## config.mk

```make
export PLATFORM = sky130hd
export DESIGN_NAME = neuron_operand_sequencer
export DESIGN_NICKNAME = d
export VERILOG_FILES = /design/src/rtl/neuron_operand_sequencer_pkg.sv /design/src/rtl/neuron_operand_sequencer_wait_timeout_counter.sv /design/src/rtl/neuron_operand_sequencer.sv
export SDC_FILE = /design/constraint.sdc
export NUM_CORES = 1
export LEC_CHECK = 0
export ABC_CLOCK_PERIOD_IN_PS = 2600
export BUFFER_PORTS_ARGS = -buffer_cell sky130_fd_sc_hd__buf_2
export CAP_MARGIN = 20
export CORE_UTILIZATION = 45
export DETAILED_ROUTE_END_ITERATION = 12
export PLACE_DENSITY = 0.75
export SLEW_MARGIN = 20
export SYNTH_ARGS = -nofsm -noshare
export SYNTH_HDL_FRONTEND = slang
export SYNTH_SLANG_ARGS = --single-unit
```

## constraint.sdc

```tcl
create_clock -name clk -period 2.6 [get_ports clk]
set_input_delay 0.13 -clock clk [delete_from_list [all_inputs] [get_ports clk]]
set_output_delay 0.13 -clock clk [all_outputs]
set_load 0.05 [all_outputs]
```

## src/rtl/neuron_operand_sequencer_pkg.sv

```systemverilog
// Shared definitions for the neuron operand sequencer.
//   - default widths/limits used by the sequencer and its timeout counter
//   - FSM state encoding (also exported on the state_dbg port)
package neuron_operand_sequencer_pkg;

  localparam int NPU_DATA_WIDTH_DEF = 16;
  localparam int MAX_FAN_IN_DEF     = 16;
  localparam int ADDR_WIDTH_DEF     = 4;
  localparam int TIMEOUT_CYCLES_DEF = 255;

  typedef enum logic [3:0] {
    ST_IDLE     = 4'd0,
    ST_FETCH    = 4'd1,
    ST_LOAD     = 4'd2,
    ST_ISSUE    = 4'd3,
    ST_WAIT_MAC = 4'd4,
    ST_ACTIVATE = 4'd5,
    ST_WAIT_ACT = 4'd6,
    ST_OUTPUT   = 4'd7,
    ST_ERROR    = 4'd8
  } state_t;

endpackage

```

## src/rtl/neuron_operand_sequencer_wait_timeout_counter.sv

```systemverilog
// wait_timeout_counter: counts cycles spent waiting for a core valid.
// Ports:
//   clk, reset : clock, synchronous active-high reset
//   clear      : force the count back to zero (held while not waiting)
//   enable     : count this cycle
//   expired    : high in the LIMIT-th consecutive enabled cycle
module wait_timeout_counter #(
  parameter int LIMIT = 255
) (
  input  logic clk,
  input  logic reset,
  input  logic clear,
  input  logic enable,
  output logic expired
);

  localparam int W = (LIMIT < 2) ? 1 : $clog2(LIMIT + 1);
  localparam logic [W-1:0] LAST = W'(LIMIT - 1);

  logic [W-1:0] cnt;

  // First waiting cycle sees cnt == 0, so the LIMIT-th one sees LAST.
  assign expired = (cnt == LAST);

  always_ff @(posedge clk) begin
    if (reset || clear) begin
      cnt <= '0;
    end else if (enable && !expired) begin
      cnt <= cnt + W'(1);
    end
  end

endmodule

```

## src/rtl/neuron_operand_sequencer.sv

```systemverilog
// neuron_operand_sequencer: sequences one neuron evaluation through the
// math calculation core. Fetches fan_in operand pairs from the layer
// buffers, issues one calculator_start per pair, then one sigmoid_start,
// and presents the activated value on a valid/ready result port.
// Ports:
//   clk, reset                         : clock, synchronous active-high reset
//   neuron_start, fan_in               : evaluation request and pair count
//   neuron_busy, cfg_error, timeout_error : status
//   rd_en, rd_addr, input_rd_data, weight_rd_data : operand buffer read port
//   calculator_start, sigmoid_start, input_value, weight_value : core requests
//   calculator_valid, sigmoid_valid, calculation_result       : core responses
//   result_valid, result_data, result_ready                   : result port
//   state_dbg                          : current FSM state
//
// Result handshake: result_valid/result_data are held stable from the first
// OUTPUT cycle until a cycle in which result_ready is high; that cycle is the
// transfer, and result_valid drops on the following cycle.
module neuron_operand_sequencer
  import neuron_operand_sequencer_pkg::*;
#(
  parameter int NPU_DATA_WIDTH = NPU_DATA_WIDTH_DEF,
  parameter int MAX_FAN_IN     = MAX_FAN_IN_DEF,
  parameter int ADDR_WIDTH     = ADDR_WIDTH_DEF,
  parameter int TIMEOUT_CYCLES = TIMEOUT_CYCLES_DEF
) (
  input  logic                      clk,
  input  logic                      reset,
  input  logic                      neuron_start,
  input  logic [ADDR_WIDTH:0]       fan_in,
  output logic                      neuron_busy,
  output logic                      cfg_error,
  output logic                      timeout_error,
  output logic                      rd_en,
  output logic [ADDR_WIDTH-1:0]     rd_addr,
  input  logic [NPU_DATA_WIDTH-1:0] input_rd_data,
  input  logic [NPU_DATA_WIDTH-1:0] weight_rd_data,
  output logic                      calculator_start,
  output logic                      sigmoid_start,
  output logic [NPU_DATA_WIDTH-1:0] input_value,
  output logic [NPU_DATA_WIDTH-1:0] weight_value,
  input  logic                      calculator_valid,
  input  logic                      sigmoid_valid,
  input  logic [NPU_DATA_WIDTH-1:0] calculation_result,
  output logic                      result_valid,
  output logic [NPU_DATA_WIDTH-1:0] result_data,
  input  logic                      result_ready,
  output state_t                    state_dbg
);

  localparam logic [ADDR_WIDTH:0] FAN_MAX = (ADDR_WIDTH + 1)'(MAX_FAN_IN);
  localparam logic [ADDR_WIDTH:0] FAN_ONE = (ADDR_WIDTH + 1)'(1);

  state_t              state;
  state_t              state_next;
  logic [ADDR_WIDTH:0] fan_in_q;
  logic [ADDR_WIDTH:0] k;
  logic                fan_in_ok;
  logic                start_accept;
  logic                start_reject;
  logic                last_pair;
  logic                in_wait;
  logic                wait_expired;

  assign fan_in_ok    = (fan_in != '0) && (fan_in <= FAN_MAX);
  assign start_accept = (state == ST_IDLE) && neuron_start && fan_in_ok;
  assign start_reject = (state == ST_IDLE) && neuron_start && !fan_in_ok;
  assign last_pair    = (k == fan_in_q - FAN_ONE);
  assign in_wait      = (state == ST_WAIT_MAC) || (state == ST_WAIT_ACT);

  // Every path into a WAIT state passes through a non-wait state, so holding
  // the counter clear outside the WAIT states clears it on each entry.
  wait_timeout_counter #(
    .LIMIT (TIMEOUT_CYCLES)
  ) u_wait_timeout_counter (
    .clk     (clk),
    .reset   (reset),
    .clear   (!in_wait),
    .enable  (in_wait),
    .expired (wait_expired)
  );

  always_comb begin
    state_next       = state;
    rd_en            = 1'b0;
    rd_addr          = '0;
    calculator_start = 1'b0;
    sigmoid_start    = 1'b0;
    result_valid     = 1'b0;
    neuron_busy      = (state != ST_IDLE);
    state_dbg        = state;
    unique case (state)
      ST_IDLE: begin
        if (start_accept) state_next = ST_FETCH;
      end
      ST_FETCH: begin
        rd_en      = 1'b1;
        rd_addr    = k[ADDR_WIDTH-1:0];
        state_next = ST_LOAD;
      end
      ST_LOAD: begin
        state_next = ST_ISSUE;
      end
      ST_ISSUE: begin
        calculator_start = 1'b1;
        state_next       = ST_WAIT_MAC;
      end
      ST_WAIT_MAC: begin
        if (calculator_valid) begin
          state_next = last_pair ? ST_ACTIVATE : ST_FETCH;
        end else if (wait_expired) begin
          state_next = ST_ERROR;
        end
      end
      ST_ACTIVATE: begin
        sigmoid_start = 1'b1;
        state_next    = ST_WAIT_ACT;
      end
      ST_WAIT_ACT: begin
        if (sigmoid_valid) begin
          state_next = ST_OUTPUT;
        end else if (wait_expired) begin
          state_next = ST_ERROR;
        end
      end
      ST_OUTPUT: begin
        result_valid = 1'b1;
        if (result_ready) state_next = ST_IDLE;
      end
      ST_ERROR: begin
        state_next = ST_IDLE;
      end
      default: begin
        state_next = ST_IDLE;
      end
    endcase
  end

  always_ff @(posedge clk) begin
    if (reset) begin
      state         <= ST_IDLE;
      fan_in_q      <= '0;
      k             <= '0;
      input_value   <= '0;
      weight_value  <= '0;
      result_data   <= '0;
      cfg_error     <= 1'b0;
      timeout_error <= 1'b0;
    end else begin
      state     <= state_next;
      cfg_error <= start_reject;

      if (start_accept) begin
        fan_in_q      <= fan_in;
        k             <= '0;
        timeout_error <= 1'b0;
      end else if (state == ST_ERROR) begin
        timeout_error <= 1'b1;
      end

      if ((state == ST_WAIT_MAC) && calculator_valid && !last_pair) begin
        k <= k + FAN_ONE;
      end

      // Buffer data arrives the cycle after rd_en, i.e. during LOAD.
      if (state == ST_LOAD) begin
        input_value  <= input_rd_data;
        weight_value <= weight_rd_data;
      end

      if ((state == ST_WAIT_ACT) && sigmoid_valid) begin
        result_data <= calculation_result;
      end
    end
  end

endmodule

```

==> Word level (Yosys, flattened, before mapping) <==
Cells that the tools add are included.
{ "classes": {"n_addsub": 3, "n_lt_le_gt_ge": 1, "n_eq_ne": 12, "mux": 14, "n_reduce_logical": 20} }
{ "op_table": {"columns": ["op", "count"], "rows": [
  ["$pmux W4 S8", 1],
  ["$mux W4", 6],
  ["$eq A4 B3 Y1 const B", 4],
  ["$mux W5", 2],
  ["$add A8 B1 Y8 const B", 1],
  ["$eq A4 B2 Y1 const B", 2],
  ["$eq A8 B8 Y1 const B", 1],
  ["$logic_and A1 B1 Y1", 8],
  ["$add A5 B1 Y5 const B", 1],
  ["$eq A5 B5 Y1", 1],
  ["$le A5 B5 Y1 const B", 1],
  ["$reduce_bool A5 Y1", 1],
  ["$sub A5 B1 Y5 const B", 1],
  ["$eq A4 B1 Y1 const B", 1],
  ["$eq A4 B4 Y1 const B", 1],
  ["$logic_not A1 Y1", 4],
  ["$logic_not A4 Y1", 1],
  ["$mux W1", 4],
  ["$ne A2 B2 Y1 const B", 2],
  ["$reduce_bool A4 Y1", 1],
  ["$mux W3", 1],
  ["$logic_or A1 B1 Y1", 2],
  ["$reduce_and A2 Y1", 1],
  ["$reduce_bool A2 Y1", 1],
  ["$reduce_or A2 Y1", 1]
]} }
{ "word_totals": {"regBits": 72, "in_bits": 59, "out_inout_bits": 63, "elab_cells": 59} }

==> Depth between registers and ports, before layout <==
Gate-level depths: netlist of run 1.
{ "logic_depth": {"word_depth": 5, "ltp_mapped": 7, "ltp_nobuf": 7} }

==> Modules after synthesis <==
From an unflattened synthesis of run 1, not the netlist that was laid out.
{ "hier_totals": {"hier_cells": 390, "area_unflattened_um2": 3134.3} }
{ "by_module_without_submodules": {"columns": ["mod", "instances", "cells_per_inst", "area_each_um2", "seq_area_each_um2"], "rows": [
  ["neuron_operand_sequencer", 1, 339, 2691.3, 1281.2],
  ["wait_timeout_counter", 1, 51, 442.9, 160.2]
]} }

==> Worst setup path after synthesis of run 1 <==
OpenSTA, ideal clock, no wires.
{ "synth_timing": {"path_kind": "register to output", "start": "register state[0] (netlist: state_dbg[0])", "end": "output port rd_addr[0]", "arrival_time_ns": 2.759, "required_ns": 2.470, "setup_slack_ns": -0.289, "stages_incl_launch_ff": 5, "n_path_buf": 1, "path_cell_list": "dfxtp_1 buf_2 nand2_1 nor3_1 and2_1"} }
{ "synth_via": {"elab_chain_len": 2} }
{ "synth_rtl": {"columns": ["element", "line_no", "text"], "rows": [
  ["start: declaration", "neuron_operand_sequencer.sv:53", "state_t state;"],
  ["start signal: assignment", "neuron_operand_sequencer.sv:149", "state <= state_next;"],
  ["$eq A4 B1 Y1", "neuron_operand_sequencer.sv:91", "unique case (state)"],
  ["$mux W4", "neuron_operand_sequencer.sv:91", null],
  ["end: declaration", "neuron_operand_sequencer.sv:34", "output logic [ADDR_WIDTH-1:0] rd_addr,"]
]} }
No other way between the ends.

==> Worst setup path after layout of run 1 <==
Same ends and word-level chain as after synthesis.

==> flow_summary.ini, run 1 <==
[run_status]
status = completed

[power]
power.leakage_nw = 1.70
powerDensity_nw_per_um2 = 600
power_mw = 2.38
ir_worst_vdd_mv = 0.393

[routing]
drt-initial-drc-count = 104
routed_wl_mm = 7.55
vias_per_cell = 5.09
vias = 2926
drc_errors = 0
first_pass_iters = 4
routedWlPerCell_um = 13.1
ant_nets = 0

[final_layout]
stdcell_count = 575
nets = 556
diodes = 0
syn2layout_area_growth_pct = 27.7
layout-drive-gt1-share = 0.317
design_area_um2 = 3970

[worst_setup_path]
crit_type = reg2out
worstPathCellList = nand2_1 > nor3_2 > and2_1 > buf_2
crit_slowest_cell = dfxtp_1
cp-start-kind = flop
path_buf_inv = 1
path_max_fanout = 11
worst_path_dominant_cell_family = simple AND/OR/NAND/NOR gates
worst_ep_arrival_time_ns = 1.91
crit_path_max_incr_delay_ns = 0.60
end_kind = output port
crit_required_ns = 2.47

[timing]
setup_viol = 0
clock.fmax_mhz = 489
timing.final.crit_share = 0.786
layout_setup_ws_ns = 0.555
period_minus_slack_ns = 2.04
slew_viol_final = 0
rsz0062_at_grt = false
finalHoldViolations = 0
skew_ns = 0.00958
worstMarginPinSlew_ns = 0.565
tns_ns = 0
relSlewSlack = 0.623

[clock_network]
postCtsSetupBuffers = 0
cts.htree.levels = 3
cts_tree = built
cts_root_buffer = clkbuf_8
clock_path_buffers = 2
clk_latency_ns = 0.35
cts_made_buffers = 9
clock_sinks = 72
path_clk_slew_ns = 0.09

[yosys]
yosysSeqAreaShare = 0.464
yosys_warnings = 0
syn_area_um2 = 3110
syn_inst = 376
synth_nets = 439
synth_area_per_cell_um2 = 8.26
synth-seq-cells = 72
synth.distinct_cells = 52

[floorplanning]
start_util = 0.478
ios = 122
coreArea_um2 = 6490
placementRows = 29
dieArea_um2 = 7240
die_h_um = 85.1
dieWidth_um = 85.1

[placement]
dpl-instance-area_um2 = 3750
place.gp.congestion = 0.792
io_buffers = 121
dp_hpwl_mm = 5.53
dp_slack_ns = 0.564
dp_cells = 556

[global_route]
grt_pass1_wl_mm = 12.1
antenna_found_initial = 0
grt_pass1_vias = 2750
gr-total-overflow = 0
grt_use_total = 0.210
grt_max_degree = 35

[hold_path]
hold_class = in2reg

[flow_run]
maxCapViolations = 0
## state kept, by name (all words and copies together), names as in the netlist
name                        count
k                               5
input_value                    16
state_dbg                       4
timeout_error                   1
cfg_error                       1
u_wait_timeout_counter.cnt      8
fan_in_q                        5
result_data                    16
weight_value                   16
## path summary, 6_finish.rpt
check	start	endpoint	slack (ns)	cells past startpoint
min	calculation_result[9]	result_data[9]	0.009	3
max	state_dbg[0]	rd_addr[0]	0.56	4
min reg2reg	result_data[7]	result_data[7]	0.45	2
max reg2reg	fan_in_q[0]	k[3]	0.58	7
## placed cells by master (no fill, tap or decap), types with 3 or more instances in the layout
cell	n
and2_1	5
and3_1	4
dlygate4sd3_1	3
dfxtp_1	72
ha_1	4
xnor2_1	6
nand2_1	116
xor2_1	9
nand3_1	8
nor2_1	14
a21oi_1	56
clkbuf_8	9
nand2b_1	6
buf_2	121
inv_1	6
buf_4	3
## power by group
group	internal, mW	switching, mW
Clock	0.367	0.466
Sequential	1.14	0.0299
Combinational	0.115	0.262
## cells in the mapped netlist, drive strengths merged
library cell	number	area share
nor4	2	0.0060
or3	2	0.0040
a32o	1	0.0032
a211oi	3	0.0089
a21boi	1	0.0024
or3b	1	0.0036
o211ai	1	0.0024
nor4bb	1	0.0032
nand2	116	0.14
o21a	1	0.0024
dfxtp	72	0.46
a32oi	1	0.0028
and2b	1	0.0024
nor3b	2	0.0048
and3	5	0.010
nor3	5	0.011
clkbuf	14	0.017
buf	7	0.015
nand4b	1	0.0028
o21ai	1	0.0016
ha	4	0.016
a31oi	3	0.011
nor2	17	0.026
xnor2	7	0.022
inv	7	0.0085
a2111o	1	0.0036
or2	1	0.0020
nand4	2	0.0040
o2111ai	1	0.0028
mux2i	2	0.0064
a311oi	3	0.014
a2111oi	1	0.0028
xor2	9	0.025
a21oi	56	0.090
mux2	2	0.0097
nand2b	6	0.012
and3b	1	0.0028
o41ai	2	0.0081
and2	5	0.010
nand3	8	0.013
## area by class of cell
class,count,area (µm²)
fillers,587,2530
multi-input cells,276,1560
flip-flops and latches,72,1440
repair buffers,127,658
clock buffers,9,124
well taps,77,96.3
clock inverters,7,63.8
inverters,7,26.3
## stage by stage
step | util | hold slack, ns
after CTS | 0.610 | 0.000913
after floorplan | - | 0.266
final | 0.610 | 0.00924
after global routing | 0.610 | 0.0125
after detailed placement | 0.577 | 0.376
after global placement | 0.577 | 0.369
## what timing repair did
item,4_1_cts,5_1_grt
hold endpoints to repair,3,0
endpoints found under the setup margin,0,0
hold buffers,3,0
gates resized for setup,0,0
## worst register-to-register path, stage by stage, from the launching register on
cell	delay (ns)
dfxtp_1	0.35
inv_1	0.07
ha_1	0.19
nor4bb_1	0.35
o211ai_1	0.18
a311oi_4	0.38
nor2_4	0.09
mux2_4	0.30
## cell families (layout without fill, tap and decap cells)
group / after synthesis / after routing / synth area share
and+or+nand+nor: 176 / 176 / 0.259
AOI/OAI and AO/OA: 76 / 76 / 0.156
DFF: 72 / 72 / 0.464
buffers and inverters: 28 / 150 / 0.0407
xor gates and xnor gates: 16 / 16 / 0.0475
adders and majority gates: 4 / 4 / 0.0161
muxes: 4 / 4 / 0.0161
## routing by layer
metal / global-route usage / vias to the layer above / routed length, µm
li1: - / 1491 / -
met5: 0 / - / 0
met1: 0.240 / 1325 / 3200
met2: 0.376 / 95 / 3740
met3: 0.0340 / 15 / 439
met4: 0.112 / 0 / 166
(Power assumes the default switching activity.)
==> run 2, diff against run 1 <==
--- a/config.mk
+++ b/config.mk
@@ -5,7 +5,7 @@
 export SDC_FILE = /design/constraint.sdc
 export NUM_CORES = 1
 export LEC_CHECK = 0
-export ABC_CLOCK_PERIOD_IN_PS = 2600
+export ABC_CLOCK_PERIOD_IN_PS = 2000
 export BUFFER_PORTS_ARGS = -buffer_cell sky130_fd_sc_hd__buf_2
 export CAP_MARGIN = 20
 export CORE_UTILIZATION = 45
==> constraint.sdc (replaced) <==
create_clock -name clk -period 2 [get_ports clk]
set_input_delay 0.1 -clock clk [delete_from_list [all_inputs] [get_ports clk]]
set_output_delay 0.1 -clock clk [all_outputs]
set_load 0.05 [all_outputs]
==> run 2 against run 1 <==
Net effect:
- total power is 46% higher
- setup slack worse by 0.46 ns
- sequential cell count stayed put
- sequential power is 30% higher
- cell area is 11% higher
- first-iteration DRC count is 4.8% higher
- non-clock buffer count is 38 higher
- utilization is 6.8 points higher
- clock skew is 0.00063 ns higher
- combinational power is 49% higher
- largest cell class unchanged
==> flow_summary.ini, run 2 (synthesis results as in run 1) <==
[run_status]
status = completed

[final_layout]
diodes = 0
seq_area_um2 = 1440
syn2layout_area_growth_pct = 42.0
nets = 594
final_cell_mix = buf_2 (121), nand2_1 (116), dfxtp_1 (71)
design_area_um2 = 4410
multi_input_area_um2 = 1570
top_regs = input_value: 16 flops, result_data: 16 flops, weight_value: 16 flops
fillers = 506
layout-drive-gt1-share = 0.312
final_common_cell = buf_2

[routing]
first_pass_iters = 4
routedWlPerCell_um = 13.7
drc_errors = 0
vias = 3134
drt-initial-drc-count = 109
vias_per_cell = 5.11
ant_nets = 0
routed_wl_mm = 8.39

[placement]
dpl-instance-area_um2 = 3800
dp_slack_ns = 0.120
place.gp.congestion = 0.878
dp_hpwl_mm = 5.54
io_buffers = 121

[worst_setup_path]
rr_worst_depth = 7
end_kind = flop
worst_path_dominant_cell_family = compound AO/OA/AOI/OAI gates
cp.depth = 7
path_max_fanout = 4
path_buf_inv = 1
crit_required_ns = 2.21
worstPathCellList = inv_1 > ha_1 > nor4bb_1 > o211ai_1 > a311oi_4 > nor2_4 > mux2_4
crit_type = reg2reg
cp-start-kind = flop
crit_path_max_incr_delay_ns = 0.35
worst_ep_arrival_time_ns = 2.12
crit_slowest_cell = dfxtp_1
r2r_slack_ns = 0.1

[clock_network]
clock_sinks = 72
cts_made_buffers = 9
clk_latency_ns = 0.33
cts_root_buffer = clkbuf_8
path_clk_slew_ns = 0.08
cts.htree.levels = 3
clock_path_buffers = 2
cts_tree = built

[power]
ir_worst_vdd_mv = 0.441
power.leakage_nw = 1.89
power_mw = 3.47
powerDensity_nw_per_um2 = 787

[global_route]
grt_pass1_vias = 2972
grt_pass1_wl_mm = 13.6
antenna_found_initial = 0
gr-total-overflow = 0
grt_use_total = 0.236
grt_max_degree = 43

[floorplanning]
start_util = 0.478
ios = 122
dieArea_um2 = 7240
coreArea_um2 = 6490
dieWidth_um = 85.1
die_h_um = 85.1
placementRows = 29

[hold_path]
hold_class = in2reg
min_path_cells = 3

[timing]
clock.fmax_mhz = 526
layout_setup_ws_ns = 0.0997
rsz0062_at_grt = false
slew_viol_final = 0
worstMarginPinSlew_ns = 0.528
skew_ns = 0.0102
setup_viol = 0
finalHoldViolations = 0
period_minus_slack_ns = 1.90
timing.final.crit_share = 0.950
relSlewSlack = 0.648

[flow_run]
maxCapViolations = 0
[run 2: cell type report]
class | instances | share of cell area
tap | 77 | 0.0219
inverter | 7 | 0.00596
clock buffer | 11 | 0.0321
sequential | 72 | 0.327
clock inverter | 5 | 0.0236
multi-input combinational | 276 | 0.357
timing repair buffer | 165 | 0.233
[run 2: what timing repair did]
action                     4_1_cts  5_1_grt
gates resized for setup          0        1
buffers inserted                 0        0
hold buffers                    36        0
setup endpoints to repair        0        3
hold endpoints to repair        36        0
[run 2: worst register-to-register path: stages (launching register included)]
cell and delay (ns):
dfxtp_1 0.35, inv_1 0.07, ha_1 0.21, nor4bb_1 0.31
o211ai_1 0.16, a311oi_4 0.30, nor2_4 0.09, mux2_4 0.30
[run 2: worst paths after layout]
check | from | endpoint
max | fan_in_q[0] | k[4]
min | fan_in[4] | fan_in_q[4]
max reg2reg | fan_in_q[0] | k[4]
min reg2reg | weight_value[9] | weight_value[9]
[run 2: where the power goes]
group / leakage [nW] / internal, mW / total (mW) / switching (mW)
logic: 1.19 / 0.199 / 0.561 / 0.362
registers: 0.583 / 1.48 / 1.52 / 0.0369
clock network: 0.124 / 0.864 / 1.39 / 0.527
[run 2: layer usage]
layer | routed length [µm] | track usage | vias up
li1 | - | - | 1569
met1 | 3580 | 0.275 | 1435
met2 | 4080 | 0.404 | 104
met3 | 424 | 0.0438 | 26
met4 | 305 | 0.139 | 0
met5 | 0 | 0 | -
[run 2: stage by stage]
| stage | util | TNS (ns) | std cells | hold WS (ns) |
|---|---|---|---|---|
| 2_1_floorplan | - | -0.0443 | 376 | 0.236 |
| 3_5_place_dp | 0.585 | 0 | 561 | 0.346 |
| 6_report | 0.679 | 0 | 613 | 0.0229 |
| 3_3_place_gp | 0.585 | 0 | 561 | 0.341 |
| 4_1_cts | 0.678 | 0 | 613 | 0.000626 |
| 5_1_grt | 0.679 | 0 | 613 | 0.00805 |
